==> config.mk <==
export PLATFORM = sky130hd
export DESIGN_NAME = key_digit_entry
export DESIGN_NICKNAME = d
export VERILOG_FILES = /design/src/rtl/key_digit_entry.sv
export SDC_FILE = /design/constraint.sdc
export NUM_CORES = 1
export LEC_CHECK = 0
export CORE_MARGIN = 5
export CORE_UTILIZATION = 54
export DETAILED_ROUTE_END_ITERATION = 7
export GPL_TIMING_DRIVEN = 0
export PLACE_DENSITY = 0.8
export REMOVE_ABC_BUFFERS = 1
export SYNTH_ARGS = -nofsm -noshare
export SYNTH_HDL_FRONTEND = slang
export SYNTH_SLANG_ARGS = --single-unit
==> constraint.sdc <==
create_clock -name clk -period 2.6 [get_ports clk]
set_clock_uncertainty 0.15 [all_clocks]
set_input_delay 0.39 -clock clk [delete_from_list [all_inputs] [get_ports clk]]
set_output_delay 0.39 -clock clk [all_outputs]
set_load 0.01 [all_outputs]
==> src/rtl/key_digit_entry.sv <==
// key_digit_entry: synchronizes and debounces the enter/clear buttons
// and assembles two switch digits into an 8-bit code for the matcher.
module key_digit_entry #(
  parameter int DEBOUNCE_CYCLES = 16,
  parameter int CNT_W           = 20
) (
  input  logic       clk,
  input  logic       reset,
  input  logic       key_n,
  input  logic       clr_n,
  input  logic [3:0] sw_digit,
  output logic [7:0] digits,
  output logic       digits_valid,
  output logic [1:0] digit_count,
  output logic       entry_pulse
);

  typedef enum logic [1:0] {
    S_EMPTY = 2'd0,
    S_ONE   = 2'd1,
    S_FULL  = 2'd2
  } state_t;

  localparam logic [CNT_W-1:0] LP_LAST =
    CNT_W'(DEBOUNCE_CYCLES - 1);

  logic             r_key_m;
  logic             r_key_s;
  logic             r_clr_m;
  logic             r_clr_s;
  logic [3:0]       r_sw_m;
  logic [3:0]       r_sw_s;
  logic             r_key_db;
  logic [CNT_W-1:0] r_cnt;
  state_t           r_state;
  logic [7:0]       r_digits;
  logic             r_valid;
  logic             r_pulse;

  state_t           w_state_nx;
  logic [7:0]       w_digits_nx;
  logic             w_pulse_nx;
  logic             w_fall;

  // Two-flop synchronizers for every raw board input.
  always_ff @(posedge clk) begin
    if (reset) begin
      r_key_m <= 1'b1;
      r_key_s <= 1'b1;
      r_clr_m <= 1'b1;
      r_clr_s <= 1'b1;
      r_sw_m  <= 4'h0;
      r_sw_s  <= 4'h0;
    end else begin
      r_key_m <= key_n;
      r_key_s <= r_key_m;
      r_clr_m <= clr_n;
      r_clr_s <= r_clr_m;
      r_sw_m  <= sw_digit;
      r_sw_s  <= r_sw_m;
    end
  end

  // Accept a key level only after it has been stable long enough.
  always_ff @(posedge clk) begin
    if (reset) begin
      r_key_db <= 1'b1;
      r_cnt    <= '0;
    end else if (r_key_s == r_key_db) begin
      r_cnt <= '0;
    end else if (r_cnt == LP_LAST) begin
      r_key_db <= r_key_s;
      r_cnt    <= '0;
    end else begin
      r_cnt <= r_cnt + 1'b1;
    end
  end

  // A debounced press is the edge where key_db drops to 0.
  assign w_fall = r_key_db & ~r_key_s &
                  (r_cnt == LP_LAST);

  // Next-state and digit assembly; clear overrides any entry.
  always_comb begin
    w_state_nx  = r_state;
    w_digits_nx = r_digits;
    w_pulse_nx  = 1'b0;
    if (!r_clr_s) begin
      w_state_nx  = S_EMPTY;
      w_digits_nx = 8'h00;
    end else if (w_fall) begin
      w_pulse_nx = 1'b1;
      unique case (r_state)
        S_ONE: begin
          w_digits_nx = {r_digits[3:0], r_sw_s};
          w_state_nx  = S_FULL;
        end
        default: begin
          w_digits_nx = {4'h0, r_sw_s};
          w_state_nx  = S_ONE;
        end
      endcase
    end
  end

  // State, code and handshake registers.
  always_ff @(posedge clk) begin
    if (reset) begin
      r_state  <= S_EMPTY;
      r_digits <= 8'h00;
      r_valid  <= 1'b0;
      r_pulse  <= 1'b0;
    end else begin
      r_state  <= w_state_nx;
      r_digits <= w_digits_nx;
      r_valid  <= (w_state_nx == S_FULL);
      r_pulse  <= w_pulse_nx;
    end
  end

  assign digits       = r_digits;
  assign digits_valid = r_valid;
  assign digit_count  = r_state;
  assign entry_pulse  = r_pulse;

endmodule

# Word level (Yosys, flattened, before mapping)
# Cells that the tools add are included.
# totals
mem_bits_rw,0
memories,0
out_inout_bits,12
rom_bits,0
inputBits,8
latch_bits,0
regBits,45
# op_classes
eq_ne,4
multipliers,0
shift,0
reduce_logical,3
order_cmp,0
n_mux,5
div,0
bitwise,5
addsub,1
# ops
op,count
adder 20 x 1 -> 20 bit (second input constant),1
== test 20 x 4 -> 1 bit (second input constant),1
2-to-1 mux 8 bit,1
2-to-1 mux 2 bit,3
inverter 1 bit,3
OR reduction 3 bit,1
AND 1 bit,2
== test 2 x 1 -> 1 bit (second input constant),1
== test 2 bit (second input constant),1
AND reduction 2 bit,1
OR reduction 2 bit,1
== test 1 bit,1
2-to-1 mux 1 bit,1

# Longest topological paths before layout
# depth
depth_word,6
depth_mapped,6
depth_no_buf,5

# Worst setup path after synthesis
# OpenSTA, ideal clock, no wires.
# synth_timing
path_kind,register -> register
from,register r_cnt[0]
to,register r_key_db
stages_incl_launch_ff,6
t_required_ns,2.330
arrival_ns,1.578
slack_ns,0.752
setup_ns,0.120
n_path_buf,0
period_less_slack_ns,1.848
cell_sequence,dfxtp_1 -> ha_1 -> and3_1 -> nand3_1 -> or3_1 -> a211o_1
# synth_via
elab_chain_len,2
# synth_rtl
item,line,text
"start, declared",34,logic [CNT_W-1:0] r_cnt;
"start signal, assigned",75,r_cnt <= r_cnt + 1'b1;
== test 20 x 4 -> 1 bit,71,end else if (r_cnt == LP_LAST) begin
AND reduction 2 bit (no source line),n/a,
"end signal, assigned",72,r_key_db <= r_key_s;
"end, declared",33,logic r_key_db;
# No other way between the ends.
# A chain may end at the register's enable or synchronous reset.

# Worst setup path in the final report
# layout_timing
from,register r_cnt[9]
to,register r_key_db
# Same word-level chain as after synthesis.

==> metrics <==
share of cells above drive strength 1=7.31%; Tightest Pin Transition=0.537 ns; largest net degree at the start of global routing=19; Post-synth ARST share=0%; internal cell power=0.943 mW; worst min path class=flip-flop to flip-flop; f_max=0.442 GHz; Setup CP Type=flip-flop to flip-flop; fin cells=265; Power Dens Cells=559 mW/mm^2; Seq/Total Area, Yosys=around 50%; final net count=228; Netlist Area Pre-Place=0.00181 sq mm; setup TNS=0 ns; YS warnings=0; CP max FO=18; final WL=3330 microns; DR vias=roughly 1400; Slew HR=63.9%; placed insts=257; MaxCap Viol Count=0; vias in the first global route=1261; wire per inst=about 13 microns; post-synthesis cell type count=31; status=finished, final reports clean; slowest stage delay, CP=about 0.52 ns; crit-path cells=nor4_1, nand3_2, or3_1, a211o_1; Clock transition at path regs=between 0.1 and 0.15 ns; HPWL after DPL=2270 microns; I/O pin count=20; Clock Latency Late Sink=0.36 ns; Slowest-stage cell, CP=nor4_1; initial antenna violation count=0; area delta synth->final=17.3%; CTS tree=built; overall power=about 1.2 mW; GRT Resource Usage Total=16.7%; Remaining DRCs=0; leakage power=0.668 nW; global-route wire length before repair=5660 microns; Crit. End Element=flip-flop; root buf cell=clkbuf_4; RSZ-0062 raised after global routing=no; WP data arrival=2.38 ns; combinational share of power=2.7%; cell count after synthesis=201; Flop pwr share=59.2%; Initial Utilization=between 50 and 60%; H-Tree Depth=2; core area=roughly 0.0033 sq mm; TritonRoute pass-1 iters=4; Clock Path Buffers=2; CTS buffer count=5; postcts setup bufs=0; ant diodes=0; GRT Residual Overflow=0; crit start category=flip-flop; Post-synth EDFFs=0; num rows=21; top_reg_cell synth=dfxtp_1; # hold bufs at CTS=0; # port buffers=19; die width=67.8 microns; synthesized flop and latch total=45; fin. max-slew vios=0; final hold viol count=0; post-layout min period=2.26 ns; CTS sink count=45; gpl congestion=0.865; Avg Inst Size Synth=8.99 sq um; die height=67.8 microns; Post-DRT Antenna Nets=0; Psw=around 0.24 mW; Crit path required time=between 2 and 3 ns; switching share of power=about a fifth; Die Area=about 0.0046 sq mm; Tcrit/Tclk final=87.1%; 1st-iter DRT viols=93; Peak supply drop=0.444 mV; final setup vio count=0; clock share of power=roughly two fifths; number of vias per cell=5.43
==> worst max-delay path, delay by kind of cell, from the launching register on <==
| family | cells | cell delay (ns) |
|---|---|---|
| AOI/OAI and AO/OA | 1 | 0.28 |
| DFF | 1 | 0.40 |
| and+or+nand+nor | 3 | 1.33 |
==> routing by layer <==
| layer | track usage [%] | routed length (microns) |
|---|---|---|
| met1 | 19.8 | 1540 |
| met2 | 27.8 | 1580 |
| met3 | 5.42 | 159 |
| met4 | 6.45 | 53 |
| met5 | 0 | 0 |
==> synth_stat cells, types with 2 or more instances <==
cell | number | area, sq um
o21ai_0 | 11 | 55.1
and3_1 | 3 | 18.8
a21oi_1 | 12 | 60.1
nor2b_1 | 10 | 62.6
nor2_1 | 22 | 82.6
nor3_1 | 8 | 40.0
nor4_1 | 9 | 56.3
inv_1 | 6 | 22.5
or3_1 | 6 | 37.5
ha_1 | 2 | 25.0
dfxtp_1 | 45 | 901
clkbuf_1 | 6 | 22.5
nand3_1 | 9 | 45.0
buf_2 | 2 | 10.0
or2_2 | 4 | 25.0
xnor2_1 | 14 | 123
nand2_1 | 9 | 33.8
nand4_1 | 10 | 62.6
==> timing repair <==
action | CTS | global route
setup endpoints to repair | 0 | 17
gates resized for setup | 0 | 2
endpoints found under the hold margin | 0 | 0
==> flip-flops by register name (all words and copies together), names as in the netlist <==
| register | count |
|---|---|
| entry_pulse | 1 |
| r_clr_m | 1 |
| digit_count | 2 |
| r_key_m | 1 |
| digits_valid | 1 |
| r_key_s | 1 |
| r_sw_s | 4 |
| r_clr_s | 1 |
| r_sw_m | 4 |
| digits | 8 |
| r_key_db | 1 |
| r_cnt | 20 |
==> cell families after synthesis <==
family	count (synthesis)	share of synthesized area (%)
AND/OR/NAND/NOR	96	29.6
AO/OA/AOI/OAI	27	8.10
XOR/XNOR	15	7.27
flip-flops	45	49.9
multiplexers	1	0.554
buffers and inverters	15	3.25
adder cells (fa/ha/maj)	2	1.38
==> metrics by stage <==
step                      hold WS (ns)  setup slack [ns]  instance area (sq um)  utilization (%)
after floorplan                  0.239             0.593                   1770                -
after global placement           0.241             0.132                   2020             61.4
after detailed placement         0.243            0.0598                   2020             61.4
after CTS                        0.273            0.0360                   2110             64.2
after global routing             0.286             0.166                   2120             64.5
final                            0.274             0.336                   2120             64.5
==> power by group through the flow <==
| stage | combinational, mW | clock (mW) | sequential, mW |
|---|---|---|---|
| finish | 0.0322 | 0.451 | 0.701 |
| global route | 0.0355 | 0.491 | 0.702 |
| CTS | 0.0322 | 0.461 | 0.701 |
| detailed placement | 0.0322 | 0 | 0.716 |
| global placement | 0.0317 | 0 | 0.716 |
| floorplan | 0.0151 | 0 | 0.716 |
==> cells in the final DEF (no fill, tap or decap), types with 2 or more instances in the layout <==
master	count
nand3_1	8
and3_1	3
nor3_1	8
nor2b_1	10
nor4_1	9
ha_1	2
a21oi_1	12
or2_2	4
xnor2_1	14
clkdlybuf4s50_1	19
nor2_1	22
o21ai_0	11
or3_1	6
clkbuf_4	5
nand4_1	10
dfxtp_1	45
inv_1	6
nand2_1	9
==> worst paths after layout <==
path                                from        to  slack [ns]  depth (start not counted)
worst max-delay path            r_cnt[9]  r_key_db        0.34                          4
worst min-delay path             r_key_m   r_key_s        0.27                          1
worst max register to register  r_cnt[9]  r_key_db        0.34                          4
worst min register to register   r_key_m   r_key_s        0.27                          1
==> final cells by class <==
type,count,area (sq um)
clock inverter,2,37.5
timing repair buffer,19,190
inverter,6,22.5
sequential,45,901
fill,293,1160
clock buffer,6,51.3
tap,46,57.6
multi-input combinational,141,860
Note: power is estimated with default switching activity, not from simulation.
